## src/rtl/seg7_pkg.sv

```systemverilog
// Shared constants for the seven-segment scan controller.
// Segment order is {dp,g,f,e,d,c,b,a}, active low.
package seg7_pkg;

    localparam logic [6:0] HEX_TABLE [16] = '{
        7'h40, 7'h79, 7'h24, 7'h30,
        7'h19, 7'h12, 7'h02, 7'h78,
        7'h00, 7'h10, 7'h08, 7'h03,
        7'h46, 7'h21, 7'h06, 7'h0E
    };

    localparam logic [7:0] SEG_OFF = 8'hFF;
    localparam int         DP_BIT  = 7;

endpackage

```

## src/rtl/seg7_hex_decoder.sv

```systemverilog
// Nibble to active-low {g,f,e,d,c,b,a} glyph.
module seg7_hex_decoder
    import seg7_pkg::*;
(
    input  logic [3:0] nibble,
    output logic [6:0] glyph
);

    assign glyph = HEX_TABLE[nibble];

endmodule

```

## src/rtl/seg7_scan_ctrl.sv

```systemverilog
// N-digit multiplexed seven-segment driver with double-buffered
// data, leading-zero suppression and 16-level PWM brightness.
module seg7_scan_ctrl
    import seg7_pkg::*;
#(
    parameter int NUM_DIGITS = 8,
    parameter int DIV_WIDTH  = 17
) (
    input  logic                    clk,
    input  logic                    reset,
    input  logic                    load,
    input  logic [4*NUM_DIGITS-1:0] data_in,
    input  logic [NUM_DIGITS-1:0]   dp_in,
    input  logic [NUM_DIGITS-1:0]   blank_in,
    input  logic                    lzs_en,
    input  logic [3:0]              brightness,
    output logic [7:0]              SEG,
    output logic [NUM_DIGITS-1:0]   AN,
    output logic                    pending,
    output logic                    frame_tick
);

    localparam int IDX_W = (NUM_DIGITS > 1) ? $clog2(NUM_DIGITS) : 1;
    localparam logic [IDX_W-1:0] LAST_IDX = IDX_W'(NUM_DIGITS - 1);

    logic [DIV_WIDTH-1:0]    slot_cnt_q, slot_cnt_d;
    logic [IDX_W-1:0]        digit_idx_q, digit_idx_d;
    logic [4*NUM_DIGITS-1:0] sh_data_q, sh_data_d;
    logic [NUM_DIGITS-1:0]   sh_dp_q, sh_dp_d;
    logic [NUM_DIGITS-1:0]   sh_blank_q, sh_blank_d;
    logic [4*NUM_DIGITS-1:0] act_data_q, act_data_d;
    logic [NUM_DIGITS-1:0]   act_dp_q, act_dp_d;
    logic [NUM_DIGITS-1:0]   act_blank_q, act_blank_d;
    logic                    pending_q, pending_d;
    logic [7:0]              seg_q, seg_d;
    logic [NUM_DIGITS-1:0]   an_q, an_d;

    logic                    slot_end;
    logic                    boundary;
    logic                    pwm_on;
    logic                    dark;
    logic                    run;
    logic [NUM_DIGITS-1:0]   sup;
    logic [3:0]              cur_nibble;
    logic [6:0]              glyph;

    assign slot_end   = &slot_cnt_q;
    assign boundary   = slot_end && (digit_idx_q == LAST_IDX);
    assign pwm_on     = slot_cnt_q[DIV_WIDTH-1 -: 4] <= brightness;
    assign cur_nibble = act_data_q[4*digit_idx_q +: 4];

    seg7_hex_decoder u_dec (
        .nibble (cur_nibble),
        .glyph  (glyph)
    );

    always_comb begin
        slot_cnt_d  = slot_cnt_q + 1'b1;
        digit_idx_d = digit_idx_q;
        if (slot_end) begin
            digit_idx_d = (digit_idx_q == LAST_IDX) ? '0
                                                    : digit_idx_q + 1'b1;
        end
    end

    // Shadow-to-active transfer happens before the new load lands,
    // so a load on the boundary keeps its data pending.
    always_comb begin
        sh_data_d   = sh_data_q;
        sh_dp_d     = sh_dp_q;
        sh_blank_d  = sh_blank_q;
        act_data_d  = act_data_q;
        act_dp_d    = act_dp_q;
        act_blank_d = act_blank_q;
        pending_d   = pending_q;
        if (boundary && pending_q) begin
            act_data_d  = sh_data_q;
            act_dp_d    = sh_dp_q;
            act_blank_d = sh_blank_q;
            pending_d   = 1'b0;
        end
        if (load) begin
            sh_data_d  = data_in;
            sh_dp_d    = dp_in;
            sh_blank_d = blank_in;
            pending_d  = 1'b1;
        end
    end

    always_comb begin
        run = 1'b1;
        sup = '0;
        for (int i = NUM_DIGITS - 1; i >= 0; i--) begin
            run = run & (act_data_q[4*i +: 4] == 4'h0) & ~act_dp_q[i];
            if (i > 0) sup[i] = run & lzs_en;
        end
    end

    always_comb begin
        dark  = act_blank_q[digit_idx_q] | sup[digit_idx_q];
        seg_d = SEG_OFF;
        an_d  = '1;
        if (!dark) begin
            seg_d[6:0]    = glyph;
            seg_d[DP_BIT] = ~act_dp_q[digit_idx_q];
            if (pwm_on) an_d[digit_idx_q] = 1'b0;
        end
    end

    always_ff @(posedge clk or posedge reset) begin
        if (reset) begin
            slot_cnt_q  <= '0;
            digit_idx_q <= '0;
            sh_data_q   <= '0;
            sh_dp_q     <= '0;
            sh_blank_q  <= '1;
            act_data_q  <= '0;
            act_dp_q    <= '0;
            act_blank_q <= '1;
            pending_q   <= 1'b0;
            seg_q       <= SEG_OFF;
            an_q        <= '1;
        end else begin
            slot_cnt_q  <= slot_cnt_d;
            digit_idx_q <= digit_idx_d;
            sh_data_q   <= sh_data_d;
            sh_dp_q     <= sh_dp_d;
            sh_blank_q  <= sh_blank_d;
            act_data_q  <= act_data_d;
            act_dp_q    <= act_dp_d;
            act_blank_q <= act_blank_d;
            pending_q   <= pending_d;
            seg_q       <= seg_d;
            an_q        <= an_d;
        end
    end

    assign SEG        = seg_q;
    assign AN         = an_q;
    assign pending    = pending_q;
    assign frame_tick = boundary;

endmodule

```

## config.mk

```make
export PLATFORM = sky130hd
export DESIGN_NAME = seg7_scan_ctrl
export DESIGN_NICKNAME = d
export VERILOG_FILES = /design/src/rtl/seg7_pkg.sv /design/src/rtl/seg7_hex_decoder.sv /design/src/rtl/seg7_scan_ctrl.sv
export SDC_FILE = /design/constraint.sdc
export NUM_CORES = 1
export LEC_CHECK = 0
export ABC_AREA = 1
export CAP_MARGIN = 20
export CORE_UTILIZATION = 53
export CTS_BUF_LIST = sky130_fd_sc_hd__clkbuf_4
export DETAILED_ROUTE_END_ITERATION = 8
export PLACE_DENSITY = 0.75
export SLEW_MARGIN = 30
export SYNTH_ARGS = -nofsm -noshare
export SYNTH_HDL_FRONTEND = slang
export SYNTH_SLANG_ARGS = --single-unit
```

## constraint.sdc

```tcl
create_clock -name clk -period 5.65 [get_ports clk]
set_input_delay 1.13 -clock clk [delete_from_list [all_inputs] [get_ports clk]]
set_output_delay 1.13 -clock clk [all_outputs]
set_load 0.02 [all_outputs]
```

Word-level counts from Yosys, hierarchy flattened
Memory sizes are Yosys's and may differ from the RTL's.
Index checks and enable logic that the tools add are counted.

word-level totals
  word-level logic and storage cells = 79
  memory bits (read-only) = 112
  register bits = 133
  memories = 1
  input bits = 56

memory list
  name             words  width  rd ports  clocked after Yosys merged registers in  wr ports  RTL line               text
  (no name shown)  16     7      1         0                                        0         seg7_hex_decoder.sv:9  assign glyph = HEX_TABLE[nibble];

cells by class
  shift operators = 1
  order comparisons = 4
  bitwise logic cells = 31
  equal/unequal tests = 1
  multiplexer cells = 16
  $add $sub $neg = 2
  reduce and logical (&&, ||, !) cells = 12

operators with widths
  operator               number
  $shiftx 32x6->4        1
  $logic_not 4->1        7
  $mux 8                 3
  $and 1x1->1            20
  $add 17x1->17 const B  1
  $reduce_and 17->1      1
  $mux 7                 2
  $bmux 1 s3             3
  $not 1->1              8
  $not 8->8              1
  $mux 1                 6
  $ge 5x5->1 const B     1
  $not 4->5              1
  $le 4x4->1             1
  $lt 3x4->1 const B     1
  $add 3x1->3 const B    1
  $demux 1 s3            1
  $eq 3x3->1 const B     1
  $ge 3x1->1 const B     1
  $logic_and 1x1->1      3
  $mux 3                 1
  $reduce_bool 2->1      1
  $or 1x1->1             1

Depth between registers and ports, before layout
Gate-level depths: netlist of the first run.

  word-level depth = 19
  gate-level depth with buffers = 16

Hierarchy
A second synthesis of the first run with hierarchy kept.

second synthesis, totals
  cell total of the unflattened synthesis = 710
  area total of the unflattened synthesis = 6,018.3 sq um

by module, submodules not included
  module            instances  cells an instance  sequential area each (sq um)  area each (sq um)
  seg7_scan_ctrl    1          659                3,368.2                       5,743.0
  seg7_hex_decoder  1          51                 0.0                           275.3

Worst setup path after synthesis of the first run
No wires, ideal clock.

  kind = reg-to-output
  start point = register slot_cnt_q[0]
  end point = output port frame_tick
  cell stages (with the launch flop) = 11
  slack = 2.706 ns
  arrival = 1.814 ns
  path buffers = 0
  data required time = 4.520 ns
  cell sequence = dfrtp_1 > ha_1 > nand3_1 > nor2_1 > nand2_1 > nor2_1 > nand3_1 > nor4_1 > ha_1 > nand2_1 > inv_1

on the way
  longest elaborated chain between the ends = 2

ends and longest elaborated chain
  element                   RTL line               text
  start: declaration        seg7_scan_ctrl.sv:26   logic [DIV_WIDTH-1:0] slot_cnt_q, slot_cnt_d;
  start signal: assignment  seg7_scan_ctrl.sv:124  slot_cnt_q <= slot_cnt_d;
  $reduce_and 17->1         seg7_scan_ctrl.sv:47   assign slot_end = &slot_cnt_q;
  named net slot_end        seg7_scan_ctrl.sv:38   logic slot_end;
  $logic_and 1x1->1         seg7_scan_ctrl.sv:48   assign boundary = slot_end && (digit_idx_q == LAST_IDX);
  end: declaration          seg7_scan_ctrl.sv:20   output logic frame_tick

The timed path passes the listed nets, and every way through them passes these cells.

Worst setup path after layout of the first run
Ends and elaborated chain as after synthesis.

==> results of run 1 <==
-- power groups by stage --
stage	registers [mW]	clock network (mW)	logic [mW]
5_1_grt	1.01	0.801	0.123
4_1_cts	1.00	0.756	0.111
3_5_place_dp	1.02	0	0.111
6_report	1.00	0.741	0.108
2_1_floorplan	1.01	0	0.0571
3_3_place_gp	1.02	0	0.107
-- cells in the mapped netlist (3+ instances only) --
cell type                    n  area, um2
sky130_fd_sc_hd__mux2_2     18      202.7
sky130_fd_sc_hd__clkbuf_1   15      56.30
sky130_fd_sc_hd__nand2_2     5      31.28
sky130_fd_sc_hd__dfrtp_1   101       2527
sky130_fd_sc_hd__o21ai_0    92      460.4
sky130_fd_sc_hd__buf_6       5      56.30
sky130_fd_sc_hd__nand3_1    23      115.1
sky130_fd_sc_hd__nand2_1   214      803.3
sky130_fd_sc_hd__a21oi_1     6      30.03
sky130_fd_sc_hd__nor2_2      3      18.77
sky130_fd_sc_hd__inv_1      74      277.8
sky130_fd_sc_hd__inv_2       3      11.26
sky130_fd_sc_hd__o21ai_1     4      20.02
sky130_fd_sc_hd__nor2_1     34      127.6
sky130_fd_sc_hd__ha_1       14      175.2
sky130_fd_sc_hd__dfstp_2    32      840.8
sky130_fd_sc_hd__buf_2       5      25.02
sky130_fd_sc_hd__xor2_1      7      61.31
sky130_fd_sc_hd__xnor2_1     5      43.79
sky130_fd_sc_hd__nand3b_1    3      22.52
-- area by class of cell --
class,count,area [um2]
Clock buffer,18,135.1
Clock inverter,14,209.0
Fill cell,882,3754
Inverter,80,310.3
Multi-Input combinational cell,445,2256
Sequential cell,133,3368
Tap cell,140,175.2
Timing Repair Buffer,78,775.7
-- critical path, delay by kind of cell (launching register included) --
family | cells | cell delay (ns)
AND/OR/NAND/NOR | 7 | 1.02
buffers and inverters | 2 | 0.71
adder cells (fa/ha/maj) | 2 | 0.52
flip-flops | 1 | 0.38
-- through the flow --
| stage | instances | utilization (%) | setup slack (ns) | hold slack [ns] |
|---|---|---|---|---|
| final | 908 | 65.82 | 1.355 | 0.4553 |
| after global routing | 908 | 65.82 | 0.9868 | 0.5034 |
| after CTS | 908 | 65.82 | 1.277 | 0.4590 |
| after detailed placement | 876 | 62.69 | 1.880 | 0.4425 |
| after global placement | 876 | 62.69 | 1.961 | 0.4343 |
| after floorplan | 684 | - | 1.019 | 0.4224 |
-- final timing paths --
kind / depth (start not counted) / slack, ns / endpoint / start
max in group asynchronous: 3 / 4.02 / slot_cnt_q[7]$_DFF_PP0_ / reset
min in group asynchronous: 3 / 1.08 / sh_data_q[24]$_DFFE_PP0P_ / reset
setup / recovery: 11 / 1.36 / frame_tick / slot_cnt_q[0]$_DFF_PP0_
hold reg to reg: 1 / 0.46 / slot_cnt_q[0]$_DFF_PP0_ / slot_cnt_q[0]$_DFF_PP0_
hold / removal: 1 / 0.46 / slot_cnt_q[0]$_DFF_PP0_ / slot_cnt_q[0]$_DFF_PP0_
setup reg to reg: 15 / 2.32 / act_data_q[19]$_DFFE_PP0P_ / slot_cnt_q[0]$_DFF_PP0_
-- logic make-up after synthesis --
family          count (synthesis)  synth area share (%)
mux                            18                 3.335
buf+inv                       106                 7.453
xor+xnor                       12                 1.729
compound gates                108                 9.224
fa+ha+maj                      14                 2.882
flops                         133                 55.43
simple gates                  293                 19.95
-- routing by layer --
layer | track usage (%) | vias up | part of all wire, % | routed length (um)
li1 | - | 2292 | - | -
met1 | 30.43 | 2160 | 46 | 5424
met2 | 35.00 | 121 | 48 | 5646
met3 | 5.918 | 17 | 5.0 | 595
met4 | 7.432 | 0 | 1.5 | 180
met5 | 0 | - | 0 | 0
==> out/results.txt, run 1 <==
The flow ran to the end, and the final reports show no timing, DRC or antenna violations. In this run, post-CTS hold repair placed 0 buffers. STA classifies the critical path endpoint as a primary output. The run gives 5.8% as the part of the total power dissipated in combinational logic.

Dividing the final minimum period by the clock period gives 76.01%. The count of nets left with antenna violations once routing finished came out at 0. The prevailing post-synth register cell is sky130_fd_sc_hd__dfrtp_1. The average instance in the mapped netlist occupies 8.885 um2.

In the layout the commonest cells are sky130_fd_sc_hd__nand2_1 (214), sky130_fd_sc_hd__dfrtp_1 (101), sky130_fd_sc_hd__o21ai_0 (92), sky130_fd_sc_hd__inv_1 (73), sky130_fd_sc_hd__clkdlybuf4s50_1 (72). The placed instance area came out at 6885 um2. The wire length of the first global-routing pass was 20.26 mm; the clock net sink count was 133.

The initial utilization of the core area, before any placement, comes to 55.33%. The startpoint type of the worst setup path is a flip-flop. The total area inside the core boundary comes to 10980 um2. The pre-antenna-repair detailed-routing pass consisted of 4 iterations. During synthesis, Yosys emitted a total of 0 warnings. Measured against its own limit, the worst slew margin works out to 52.76%. The H-tree was split into 4 levels. The tree is rooted in a sky130_fd_sc_hd__clkbuf_4. The iteration-0 DRC count of the detailed router came out at 213. Layout overhead on the synthesized area: 18.96%.

For this design the ratio of total power to cell area is 256.1 nW/um2. The floorplan step defined a die boundary enclosing 11900 um2. For this block, the via count after detailed routing is 4590.

The startpoint-to-endpoint class of the critical path is reg -> out. The run gives 2 as the clock tree buffer depth. Traced cell by cell, the critical path runs through ha_1 > nand3_1 > nor2_1 > nand2_1 > nor2_1 > nand3_1 > nor4_1 > ha_1 > nand2_1 > inv_1 > clkdlybuf4s50_1. On the final layout, the worst clock skew is 0.01175 ns.

The run gives 0 as the number of diodes. TritonCTS built the clock tree. After clock tree synthesis, the clock-pin slew on the worst setup and hold paths is 0.11 ns. The synthesized design contains 0 enable-type register cells. The count of buffers added on input and output ports is 73. The initial antenna violation count is 0, and the cell row count is 38. The run gives 0 as the number of gates given a new drive strength after cts.

The tools report the post-CTS repair timing setup buffer count as 0. The logs give 4438 for the via count of the first global-routing pass and 0.9429 for the global placer's final weighted congestion. The run gives 232.8 MHz as the achievable frequency. In this run, flip-flops and latches consume 54.1% of the power.

The completed layout was analyzed and its total power is 1.851 mW. The floorplan step set the die width to 109.1 um. Internal power comes to 1.443 mW.

Summed over all nets, the switching power comes to 0.4086 mW. The tool flagged a number of max-cap violations equal to 0. The summed instance area of the synthesized netlist is 6077 um2, and the flip-flop and latch count after synthesis is 133.

In the routed design, unresolved DRC markers number 0. Global routing used 22.41% of the available tracks. The post-DP HPWL is 8.222 mm. The largest single stage delay on the critical path is 0.60 ns.

The run gives 0 ns as the sum of negative setup slack. For the part of the Yosys area used for sequential elements, the log shows 55.43%. Worst hold path class: reg -> reg. The count of final hold-check violations was 0; the switching part of the total was 22.07%.

The average wire length per cell after detail routing was 13.05 um; the number of top-level pins was 74. The run gives 825 as the final net count. The worst-case IR drop observed on VDD is 0.2017 mV. The number of buffers created by CTS came out at 17. Cells with a size suffix above 1 make up 14.32% of the layout. Once layout is done, the placed cells without fillers occupy 7229 um2. The run gives 0.53 ns as the insertion delay of the later-clocked pin in the worst-skew pair. Entering global routing, the biggest net connects 134 pins.

The post-layout minimum cycle time was 4.295 ns. For this design, the slowest cell found on the critical path is sky130_fd_sc_hd__clkdlybuf4s50_1. In the final layout, the registers with the most flip-flops are act_data_q (32), sh_data_q (32), slot_cnt_q (17).

The average vias per placed instance works out to 5.055. The number of setup violations in the final report is 0. The net count of the mapped netlist was 754; the required time reported for the critical path endpoint was 4.52 ns. Setup repair after global routing left no endpoint under its margin. In this run the vertical extent of the chip is 109.1 um.

The routed design has 11.85 mm of wire. The final global-route overflow total was 0; the final max-slew violation count was 0. The synthesized instance count was 684; the number of unique standard cell types used by synthesis was 36.

The post-synthesis async set-or-reset flop share works out to 100.0%. The clock share of power is 40.0%. At the worst endpoint, the arrival time is 3.16 ns.

Along the worst path, the maximum fanout reaches 7. The slew at the pin closest to its max-slew limit was 0.7086 ns; the leakage component of the power was 3.403 nW. Most common cell after layout, fill and taps aside: sky130_fd_sc_hd__nand2_1.
Note: power is estimated with default switching activity, not from simulation.
==> run 2: changes to the inputs <==
==> constraint.sdc (replaced) <==
create_clock -name clk -period 4.3 [get_ports clk]
set_input_delay 0.86 -clock clk [delete_from_list [all_inputs] [get_ports clk]]
set_output_delay 0.86 -clock clk [all_outputs]
set_load 0.02 [all_outputs]
==> run 2 against run 1 <==
Compared with the run above:
- setup slack lost 1.0 ns
- clock skew grew 0.0012 ns
- largest cell class unchanged
- register-to-register slack lost 1.0 ns
- highest routed layer unchanged
- flip-flop and latch count is the same
==> out/results.txt, run 2 (synthesized netlist as in run 1, its figures left out) <==
Global placer's final weighted congestion: 0.8630 (was 0.9429). The hold path startpoint is slot_cnt_q[0]$_DFF_PP0_ (unchanged). The slew at the pin closest to its max-slew limit was 0.7199 ns (was 0.7086 ns); the final net count was 824 (was 825).

The setup slack on the worst flop-to-flop path came out at 1.28 ns (was 2.32 ns). The tools report the largest vdd supply drop as 0.1983 mV (was 0.2017 mV). The final worst setup slack is 0.3503 ns (was 1.355 ns), and the power density normalized to cell area is 314.6 nW/um2 (was 256.1 nW/um2).

The total number of H-tree levels came out at 4 (unchanged). Static timing analysis puts the maximum clock frequency at 253.2 MHz. The width of the chip is 109.1 um (unchanged).

The internal portion of total power came out at 1.735 mW (was 1.443 mW). Most frequent cells in the layout: sky130_fd_sc_hd__nand2_1 (214), sky130_fd_sc_hd__dfrtp_1 (101), sky130_fd_sc_hd__o21ai_0 (92), sky130_fd_sc_hd__inv_1 (73), sky130_fd_sc_hd__clkdlybuf4s50_1 (72) (unchanged). The insertion delay of the later-clocked pin in the worst-skew pair was 0.52 ns (was 0.53 ns); the share of post-route cells with drive strength above 1 was 14.34% (was 14.32%).

TritonCTS built the clock tree. The standard cell with the maximum stage delay on the critical path is sky130_fd_sc_hd__clkdlybuf4s50_1 (unchanged). The average wire length per cell after detail routing was 13.00 um (was 13.05 um); the part of the total power dissipated in combinational logic was 6.3% (was 5.8%). The launching element of the worst setup path is slot_cnt_q[0]$_DFF_PP0_ (unchanged).

The power share of the sequential group is 58.4% (was 54.1%). The cell count along the critical path came out at 11 (unchanged). The number of vias after detailed routing came out at 4550 (was 4590). Via count of the first global-routing pass: 4394 (was 4438). Endpoint kind of the worst setup timing path: a primary output (unchanged). The run gives 926 (was 882) as the filler cell count. The post-layout instance count excluding filler cells was 907 (was 908). The number of DRC violations after detailed routing was 0 (unchanged); the switching part of the total was 22.94% (was 22.07%). The run gives 0 ns (unchanged) as the sum of negative setup slack. The run gives 0 (unchanged) as the number of nets with antenna violations after routing. For the post-layout instance area, the log shows 7158 um2 (was 7229 um2).

The number of I/O port buffers came out at 73 (unchanged). Crit path cell chain: ha_1 > nand3_1 > nor2_1 > nand2_1 > nor2_1 > nand3_1 > nor4_2 > ha_2 > nand2_1 > inv_1 > clkdlybuf4s50_1 (was ha_1 > nand3_1 > nor2_1 > nand2_1 > nor2_1 > nand3_1 > nor4_1 > ha_1 > nand2_1 > inv_1 > clkdlybuf4s50_1). The run gives 3.360 nW (was 3.403 nW) as the leakage component of the power. The tools report the number of setup violations in the final report as 0 (unchanged).

The run gives 11900 um2 (unchanged) as the die area. The layout overhead on the synthesized area is 17.79% (was 18.96%). Endpoint of the worst setup timing path: frame_tick (unchanged). The global router's overall resource usage is 22.31% (was 22.41%), and the final max-slew violation count is 0 (unchanged). The run gives 52.01% (was 52.76%) as the worst max-slew margin expressed relative to the limit.

The iteration-0 DRC count of the detailed router was 252 (was 213); the number of detailed-routing iterations run before antenna repair was 5 (was 4). The run gives 0 (unchanged) as the count of final hold-check violations. The number of cells traversed by the worst register-to-register path came out at 15 (unchanged). The initial antenna violation count was 0 (unchanged); the placed instance area was 6882 um2 (was 6885 um2). The highest cell delay on the worst timing path is 0.60 ns (about the same), and the wire length of the first global-routing pass is 20.44 mm (was 20.26 mm). The tools report the number of diodes as 0 (unchanged). Final global-route overflow total: 0 (unchanged). For the clock tree buffer depth, the log shows 2 (unchanged).

Startpoint-to-endpoint class of the critical path: reg -> out (unchanged). The largest net degree at the start of global routing came out at 134 (unchanged). The flow ran to the end, and the final reports show no timing, DRC or antenna violations. The logs give 35.3% (was 40.0%) for the clock share of power and 875 (was 876) for the cell count after placement. The required time reported for the critical path endpoint is 3.44 ns (was 4.52 ns). The pre-CTS setup slack was 0.8083 ns (was 1.880 ns). The clock tree root buffer cell was sky130_fd_sc_hd__clkbuf_4 (unchanged). Startpoint type of the worst setup path: a flip-flop (unchanged).

The vertical die dimension is 109.1 um (unchanged). The start of the worst register-to-register path is slot_cnt_q[0]$_DFF_PP0_ (unchanged). The average vias per placed instance is 5.017 (was 5.055).

The placeable core region was 10980 um2 (unchanged). The worst path arrival time is 3.09 ns (was 3.16 ns). Most common cell after layout, fill and taps aside: sky130_fd_sc_hd__nand2_1 (unchanged).

The CTS clock-pin slew for the worst setup and hold paths was 0.10 ns (was 0.11 ns); the clock net sink count was 133 (unchanged). The logs give 55.33% (unchanged) for the starting density of the core and 0 (unchanged) for the hold buffer count at cts. The worst path in the final design needs a cycle of 3.950 ns, including I/O delays and setup. Endpoint of the lowest-slack register-to-register path: act_data_q[2]$_DFFE_PP0P_ (was act_data_q[19]$_DFFE_PP0P_).

After layout, the worst path uses 91.85% of the clock period. The family with the most delay on the worst path is simple AND/OR/NAND/NOR gates (unchanged). The total buffers and inverters traversed by the critical path was 2 (unchanged); the top fanout value on the critical path was 7 (unchanged).

The cell row count was 38 (unchanged). For the number of buffers created by CTS, the log shows 17 (unchanged). The run gives 0.01291 ns (was 0.01175 ns) as the clock skew. The run gives 11.79 mm (was 11.85 mm) as the total wire length after detailed routing. The number of max-cap violations is 0 (unchanged).

Setup repair after global routing left no endpoint under its margin. Number of top-level pins: 74 (unchanged). Number of gates given a new drive strength after cts: 0 (unchanged). The worst hold path class was reg -> reg (unchanged). The run gives 0 (unchanged) as the post-CTS repair timing setup buffer count.

Registers with the most flip-flops: act_data_q (32), sh_data_q (32), slot_cnt_q (17) (unchanged). The post-DP HPWL is 8.216 mm (was 8.222 mm). For the switching power of the nets, the log shows 0.5165 mW (was 0.4086 mW).
run 2: cell count changes in the layout (fill, tap and decap cells not counted), sizes merged:
cell,before,now
bufinv,5,2
clkbuf,18,21
buf,6,5
clkinvlp,3,4
inv,79,78
run 2: metal layers:
| metal | wire [um] | global-route usage, % |
|---|---|---|
| met3 | 538 | 4.244 |
| met1 | 5615 | 31.56 |
| met4 | 113 | 7.432 |
| met5 | 0 | 0 |
| met2 | 5520 | 34.64 |
run 2: how the worst min path moves through the flow:
stage                              endpoint  cells past startpoint  slack [ns]
global route        slot_cnt_q[0]$_DFF_PP0_                      1        0.48
global placement    slot_cnt_q[0]$_DFF_PP0_                      1        0.43
CTS                 slot_cnt_q[0]$_DFF_PP0_                      1        0.46
finish              slot_cnt_q[0]$_DFF_PP0_                      1        0.45
floorplan           slot_cnt_q[0]$_DFF_PP0_                      1        0.42
detailed placement  slot_cnt_q[0]$_DFF_PP0_                      1        0.44
run 2: power by group through the flow:
stage,sequential (mW),clock [mW],combinational (mW)
6_report,1.32,0.794,0.142
5_1_grt,1.32,0.864,0.162
4_1_cts,1.32,0.811,0.146
3_5_place_dp,1.34,0,0.146
3_3_place_gp,1.34,0,0.140
2_1_floorplan,1.33,0,0.0753
run 2: cell type report:
class	instances	area, um2	area share [%]
timing repair buffer	77	770.7	10.77
clock buffer	21	157.7	2.202
inverter	80	311.5	4.352
tap	140	175.2	2.447
multi-input combinational	445	2265	31.64
clock inverter	11	110.1	1.538
sequential	133	3368	47.05
run 2: worst reg2reg max path, delay by kind of cell, from the launching register on:
family	cells	cell delay (ns)
adders and majority gates	2	0.48
DFF	1	0.38
and+or+nand+nor	9	1.24
buffers and inverters	3	0.70
AOI/OAI and AO/OA	1	0.09
run 2: per-stage QoR:
stage / hold slack [ns] / total power [mW] / utilization, %
2_1_floorplan: 0.4224 / 1.409 / -
3_3_place_gp: 0.4344 / 1.477 / 62.63
3_5_place_dp: 0.4442 / 1.485 / 62.66
4_1_cts: 0.4605 / 2.274 / 65.09
5_1_grt: 0.4838 / 2.347 / 65.17
6_report: 0.4535 / 2.252 / 65.17
==> run 3: changes to the inputs <==
--- a/config.mk
+++ b/config.mk
@@ -6,7 +6,6 @@
 export NUM_CORES = 1
 export LEC_CHECK = 0
 export ABC_AREA = 1
-export CAP_MARGIN = 20
 export CORE_UTILIZATION = 53
 export CTS_BUF_LIST = sky130_fd_sc_hd__clkbuf_4
 export DETAILED_ROUTE_END_ITERATION = 8
==> results of run 3 <==
Same layout as run 2: the final DEF is identical, and so are final timing and power.
